<file path="config.mk">
export PLATFORM = sky130hd
export DESIGN_NAME = alarm_timer
export DESIGN_NICKNAME = d
export VERILOG_FILES = /design/src/rtl/alarm_timer.sv
export SDC_FILE = /design/constraint.sdc
export NUM_CORES = 1
export LEC_CHECK = 0
export ABC_AREA = 1
export CAP_MARGIN = 20
export CORE_MARGIN = 2
export CORE_UTILIZATION = 45
export CTS_CLUSTER_DIAMETER = 120
export DETAILED_ROUTE_END_ITERATION = 8
export PLACE_DENSITY = 0.74
export SLEW_MARGIN = 20
export SYNTH_ARGS = -nofsm -noshare
export SYNTH_HDL_FRONTEND = slang
export SYNTH_SLANG_ARGS = --single-unit
</file>
<file path="constraint.sdc">
create_clock -name clk -period 2.85 [get_ports clk]
set_input_delay 0.4275 -clock clk [delete_from_list [all_inputs] [get_ports clk]]
set_output_delay 0.4275 -clock clk [all_outputs]
set_load 0.01 [all_outputs]
</file>
<file path="src/rtl/alarm_timer.sv">
// Deadline-based alarm against a free-running time base: one-shot or
// drift-free periodic expiry, with sticky pending/overrun flags.
module alarm_timer #(
   parameter int COUNTER_WIDTH = 32
) (
   input  logic                     clk,
   input  logic                     reset,
   input  logic [COUNTER_WIDTH-1:0] now_i,
   input  logic                     arm_i,
   input  logic [COUNTER_WIDTH-1:0] delay_i,
   input  logic                     periodic_i,
   input  logic                     cancel_i,
   input  logic                     ack_i,
   output logic                     fire_o,
   output logic                     pending_o,
   output logic                     overrun_o,
   output logic                     active_o,
   output logic [COUNTER_WIDTH-1:0] remaining_o
);

   typedef enum logic {
      IDLE  = 1'b0,
      ARMED = 1'b1
   } state_t;

   // Largest delay whose deadline is still unambiguous under signed compare.
   localparam logic [COUNTER_WIDTH-1:0] MAX_DELAY = {1'b0, {(COUNTER_WIDTH-1){1'b1}}};

   state_t                   r_state;
   logic [COUNTER_WIDTH-1:0] r_deadline;
   logic [COUNTER_WIDTH-1:0] r_period;
   logic                     r_mode;
   logic                     r_fire;
   logic                     r_pending;
   logic                     r_overrun;
   logic [COUNTER_WIDTH-1:0] r_remaining;

   state_t                   w_state_next;
   logic [COUNTER_WIDTH-1:0] w_deadline_next;
   logic [COUNTER_WIDTH-1:0] w_period_next;
   logic                     w_mode_next;
   logic                     w_fire_next;
   logic                     w_pending_next;
   logic                     w_overrun_next;
   logic [COUNTER_WIDTH-1:0] w_remaining_next;

   logic [COUNTER_WIDTH-1:0] w_delay_clamped;
   logic [COUNTER_WIDTH-1:0] w_diff;
   logic                     w_past_deadline;
   logic                     w_armed;

   assign w_delay_clamped = delay_i[COUNTER_WIDTH-1] ? MAX_DELAY : delay_i;
   // Signed difference keeps the compare correct across counter wrap.
   assign w_diff          = now_i - r_deadline;
   assign w_past_deadline = ($signed(w_diff) >= 0);
   assign w_armed         = (r_state == ARMED);

   always_ff @(posedge clk) begin
      if (reset) begin
         r_state     <= IDLE;
         r_deadline  <= '0;
         r_period    <= '0;
         r_mode      <= 1'b0;
         r_fire      <= 1'b0;
         r_pending   <= 1'b0;
         r_overrun   <= 1'b0;
         r_remaining <= '0;
      end else begin
         r_state     <= w_state_next;
         r_deadline  <= w_deadline_next;
         r_period    <= w_period_next;
         r_mode      <= w_mode_next;
         r_fire      <= w_fire_next;
         r_pending   <= w_pending_next;
         r_overrun   <= w_overrun_next;
         r_remaining <= w_remaining_next;
      end
   end

   always_comb begin
      w_state_next    = r_state;
      w_deadline_next = r_deadline;
      w_period_next   = r_period;
      w_mode_next     = r_mode;
      w_fire_next     = 1'b0;

      if (arm_i) begin
         w_state_next    = ARMED;
         w_deadline_next = now_i + w_delay_clamped;
         w_period_next   = w_delay_clamped;
         w_mode_next     = periodic_i;
      end else if (cancel_i) begin
         w_state_next = IDLE;
      end else if (w_armed && w_past_deadline) begin
         w_fire_next = 1'b1;
         // Advance from the old deadline, not now_i, so periods never drift.
         if (r_mode && (r_period != '0)) begin
            w_deadline_next = r_deadline + r_period;
         end else begin
            w_state_next = IDLE;
         end
      end
   end

   always_comb begin
      w_pending_next = r_pending;
      w_overrun_next = r_overrun;

      if (w_fire_next) begin
         w_pending_next = 1'b1;
         // An ack racing a new expiry consumes the old one only.
         if (ack_i) begin
            w_overrun_next = 1'b0;
         end else if (r_pending) begin
            w_overrun_next = 1'b1;
         end
      end else if (ack_i) begin
         w_pending_next = 1'b0;
         w_overrun_next = 1'b0;
      end
   end

   always_comb begin
      w_remaining_next = '0;
      if (w_armed && !w_past_deadline) begin
         w_remaining_next = r_deadline - now_i;
      end
   end

   assign fire_o      = r_fire;
   assign pending_o   = r_pending;
   assign overrun_o   = r_overrun;
   assign active_o    = w_armed;
   assign remaining_o = r_remaining;

endmodule

</file>
==> After elaboration in Yosys (flattened, before gate mapping) <==
Cells that the tools add are included.
Widths: inputs -> output; s select.
{ "totals": {"register_bits": 101, "input_bits": 70, "out_inout_bits": 36} }
{ "classes": {"addsub": 4, "magnitude_cmp": 1, "n_eq_ne": 2, "muxes": 17, "n_bitwise": 1, "reduce_logical": 14} }
{ "op_table": {"columns": ["op", "n"], "rows": [
  ["$mux 32", 4],
  ["$sub 32x32->32", 2],
  ["$add 32x31->32", 1],
  ["$add 32x32->32", 1],
  ["$ge 32x1->1 const B", 1],
  ["$reduce_bool 32->1", 1],
  ["$mux 31", 1],
  ["$mux 1", 12],
  ["$reduce_bool 2->1", 4],
  ["$reduce_and 2->1", 2],
  ["$logic_and 1x1->1", 3],
  ["$ne 3x3->1 const B", 1],
  ["$reduce_and 3->1", 1],
  ["$reduce_bool 3->1", 1],
  ["$ne 2x2->1 const B", 1],
  ["$reduce_or 2->1", 1],
  ["$logic_not 1->1", 1],
  ["$not 1->1", 1]
]} }

==> Longest topological paths before layout <==
Gate-level depths: netlist (run 1).
{ "logic_depth": {"ltp_word": 8, "ltp_mapped": 19, "mapped_depth_nobuf": 18} }

==> Worst setup path after synthesis (run 1) <==
OpenSTA, ideal clock, no wires.
{ "synth_timing": {"kind": "input to register", "from": "in delay_i[31]", "to": "reg r_deadline[30]", "arrival_ns": 2.473, "setup_slack_ns": 0.263, "stages": 17, "cell_sequence": "inv_2 clkbuf_1 nand2_1 ha_1 fa_1 nand3_1 nand3_1 nand2_1 nand2_1 nand2_1 nand3_1 nand2_1 nand3_1 nand3_1 nand2_1 a21oi_1 nor2_1"} }
{ "synth_via": {"elab_chain_cells": 3} }
{ "synth_lines": {"columns": ["item", "line", "rtl"], "rows": [
  ["start, declared", "10", "input logic [COUNTER_WIDTH-1:0] delay_i,"],
  ["$mux 31", "52", "assign w_delay_clamped = delay_i[COUNTER_WIDTH-1] ? MAX_DELAY : delay_i;"],
  ["net w_delay_clamped[0]", "47", "logic [COUNTER_WIDTH-1:0] w_delay_clamped;"],
  ["$add 32x31->32", "89", "w_deadline_next = now_i + w_delay_clamped;"],
  ["$mux 32", "87", "if (arm_i) begin"],
  ["end signal, assigned", "70", "r_deadline <= w_deadline_next;"],
  ["end, declared", "30", "logic [COUNTER_WIDTH-1:0] r_deadline;"]
]} }
The timed path passes the listed nets, and every way through them passes these cells.
A chain may end at the register's enable or synchronous reset.

==> Worst setup path in the final report (run 1) <==
{ "layout_timing": {"from": "in delay_i[31]", "to": "reg r_deadline[22]"} }
The elaborated chain is that of the path after synthesis.

==> results of run 1 <==
layout make-up:
type / instances / area, um2 / area share (%)
multi-input combinational: 1424 / 7680 / 53.7
timing repair buffer: 308 / 2690 / 18.8
sequential: 100 / 2000 / 14.0
inverter: 317 / 1190 / 8.33
tap: 324 / 405 / 2.84
clock buffer: 9 / 225 / 1.58
clock inverter: 7 / 105 / 0.735
cells in the mapped netlist (all sizes together):
| master | n |
|---|---|
| a211oi | 1 |
| o22ai | 1 |
| o21bai | 12 |
| dfxtp | 100 |
| nor3 | 16 |
| a21boi | 3 |
| a31o | 1 |
| a21o | 7 |
| a31oi | 33 |
| xnor2 | 8 |
| nand3 | 146 |
| nand2 | 546 |
| inv | 317 |
| or2 | 9 |
| a2bb2oi | 1 |
| nor4 | 11 |
| buf | 19 |
| fa | 3 |
| o2111ai | 1 |
| a21oi | 155 |
| xor2 | 19 |
| and3 | 4 |
| clkbuf | 21 |
| ha | 124 |
| nand4 | 18 |
| o21ai | 91 |
| o211ai | 2 |
| a22oi | 1 |
| mux2i | 1 |
| nand3b | 10 |
| and2 | 5 |
| nor3b | 2 |
| o21a | 4 |
| nor2 | 188 |
critical path, delay by kind of cell:
| family | cells | cell delay [ns] |
|---|---|---|
| buffers and inverters | 3 | 0.70 |
| adder cells (fa/ha/maj) | 2 | 0.68 |
| AO/OA/AOI/OAI | 1 | 0.04 |
| AND/OR/NAND/NOR | 11 | 1.15 |
report_power, final:
part | leakage [nW] | total (mW) | switching (mW) | internal (mW)
sequential | 0.825 | 1.61 | 0.109 | 1.50
combinational | 6.70 | 2.68 | 1.54 | 1.14
clock | 0.159 | 1.42 | 0.633 | 0.785
total | 7.69 | 5.71 | 2.29 | 3.42
through the flow:
step	hold slack (ns)	util (%)	TNS (ns)	total power [mW]	setup slack [ns]
final	0.506	59.3	0	5.71	0.143
after detailed placement	0.489	57.1	-7.98	4.21	-0.272
after floorplan	0.456	-	0	3.11	0.263
after CTS	0.499	58.5	0	5.62	0.0946
after global routing	0.537	59.3	-0.00425	6.07	-0.00425
after global placement	0.478	57.1	-5.77	4.18	-0.240
cell families (layout without fill, tap and decap cells):
kind of cell / after synthesis / count (layout)
xor+xnor: 27 / 27
flops: 100 / 100
fa+ha+maj: 127 / 127
buf+inv: 357 / 641
compound gates: 313 / 313
simple gates: 955 / 956
mux: 1 / 1
worst paths after layout:
path	endpoint	startpoint	slack, ns
hold / removal	pending_o$_SDFFE_PP0P_	pending_o$_SDFFE_PP0P_	0.51
hold reg to reg	pending_o$_SDFFE_PP0P_	pending_o$_SDFFE_PP0P_	0.51
setup reg to reg	r_deadline[30]$_SDFFE_PP0P_	r_period[5]$_SDFFE_PP0P_	0.22
setup / recovery	r_deadline[22]$_SDFFE_PP0P_	delay_i[31]	0.14
metal layers:
metal	vias up	track usage (%)	share of wire [%]
met5	-	0	0
li1	6594	-	-
met1	6019	44.0	45
met4	0	10.4	3.3
met3	81	5.12	8.4
met2	475	51.4	43
flip-flops by register name, summed over array words and instances (netlist names):
register,flops
fire_o,1
r_period,31
r_deadline,32
r_mode,1
remaining_o,32
overrun_o,1
active_o,1
pending_o,1
timing repair:
item,4_1_cts,5_1_grt
endpoints found under the setup margin,0,19
setup buffers,0,3
resized for setup,0,38
==> implementation parameters, run 1 <==
Parameter                              Value

Outcome
  Outcome ... finished, final reports clean

Logic synthesis
  Nets in the synthesized netlist ... about 2100
  Gate count after technology mapping ... between 1500 and 2000
  Cell type contributing the most total cell area after synthesis ... nand2_1
  Netlist Area Pre-Place ... roughly 11000 um2
  Synthesized-area fraction occupied by adder cells ... between 10% and 20%
  Portion of netlist area occupied by mux cells ... less than 1%
  Share of the yosys chip area belonging to registers ... 18.3%
  Distinct cells, synth ... 44
  Area share of the leading cell type in the synthesized netlist ... between 10% and 20%
  Cells taking the most area after synthesis ... nand2_1 19%, dfxtp_1 18%, ha_1 14%
  Synth warn ... 0
  Xor and xnor fraction of the mapped netlist area ... 2.16%
  FF+latch count, synth ... 100
  Dominant combinational cell family by area after synthesis ... simple AND/OR/NAND/NOR gates
  Synthesized area per cell ... 5.82 um2
  Compound-cell area share of the yosys netlist ... between 10% and 20%
  Simple-gate portion of the synthesized area ... 36.6%

Global routing
  Global route total overflow ... 0
  Wire length of the first global-routing pass ... 64300 um
  Initial antenna violation count ... 0
  Vias in the first global route ... between 10000 and 15000
  Pin count of the biggest net entering global routing ... ~100
  Overall track demand over capacity in global routing ... roughly a third

Detailed routing
  Mean routed wirelength per cell ... ~17 um
  Routed Antenna Nets ... 0
  Residual DRC ... 0
  Avg Vias per Cell ... 5.29
  Final routed wirelength across all metal layers ... a little over 40000 um
  Initial DRC count ... 1164
  First-pass detailed-route iteration total ... 5
  Count of vias placed by the detailed router ... 13169

Layout
  Fraction of final layout cells sized beyond drive strength 1 ... approximately an eighth
  # nets final ... 2357
  Area growth from synthesis to layout ... 30.5%
  Most common cell after layout, fill and taps aside ... nand2_1
  Highest-count cells in the layout ignoring fill and taps ... 536 x nand2_1, 313 x inv_1, 193 x buf_4, 182 x nor2_1, 152 x a21oi_1
  FILL cells ... 2503
  Non-filler instance count after layout ... between 2000 and 2500
  Ant diodes ... 0
  Post-route cell area ... about 14000 um2

Floorplanning
  Horizontal extent of the die ... about 160 um
  Die outline height ... 160 um
  Die Area ... ~26000 um2
  Effective utilization at floorplan ... 45.4%
  Placeable core region ... 24100 um2
  Row Count ... between 50 and 60
  Count of pins on the block boundary ... 106

Placement
  Number of placed instances, taps included ... between 2000 and 2500
  DPL Wire Length ... 35000 um
  Buffers on Ports ... approximately 110
  Global placer's final weighted congestion ... 0.969
  Cell Area, Placed ... roughly 14000 um2

Power and ir drop
  Max rail drop VDD ... 0.334 mV
  Static leakage ... 7.69 nW
  Cell area power density ... 399 nW/um2

Min path
  Hold path cells ... 2
  Type of the tightest min-delay check ... reg2reg

Setup path
  Cell breakdown of the critical path ... clkdlybuf4s50_1 -> inv_2 -> nand2_1 -> ha_1 -> fa_1 -> nand3_1 -> nand3_2 -> nand2_1 -> nand2_1 -> buf_4 -> nand3_1 -> nand3_1 -> nand2_1 -> nand3_1 -> nand2_1 -> a21oi_1 -> nor2_1
  Depth of the worst register-to-register path ... 8
  Worst setup SP type ... input pin
  Kind of capture point of the worst setup path ... register
  CP arrival ... roughly 3.0 ns
  Cell mode on critical path ... nand2_1
  Max stage delay on crit path ... ~0.45 ns
  Worst-path fanout max ... 6
  Required time at the worst-slack endpoint ... ~3.2 ns
  Standard cell with the maximum stage delay on the critical path ... fa_1
  Critical path start-end classification ... in2reg

Timing
  Final count of negative-setup-slack endpoints ... 0
  Max frequency ... about 370 MHz
  Final cycle utilization of the critical path ... 95.0%
  Count of final max-slew check failures ... 0
  Setup skew after layout ... around 0.016 ns
  Transition time of the tightest slew-check pin ... 1.10 ns
  Slew margin rel. ... roughly a quarter
  Number of hold violations in the final report ... 0
  Minimum clock period after layout ... around 2.7 ns

Clock network
  Clk Tree Root Cell ... clkbuf_16
  Number of CTS-inserted buffers ... 9
  TritonCTS clock tree ... yes
  CTS HTree Levels ... 3
  Maximum number of buffers from clock root to sink ... 2
  Sinks on the clock net ... 100
  Cts-stage hold buffer count ... 0
  Insertion delay to the later sink of the worst-skew pair ... between 0.3 and 0.4 ns
  Clock transition at the register clock pins on the worst setup and hold paths after CTS ... 0.08 ns

Job
  Number of maximum-capacitance constraint violations ... 0
No activity file was read; power rests on OpenSTA's default activity.
==> run 2, diff against run 1 <==
Settings changed: CTS_CLUSTER_SIZE from default to 25.
==> results of run 2 <==
No change in the layout: final DEF, timing and power equal those of run 1.
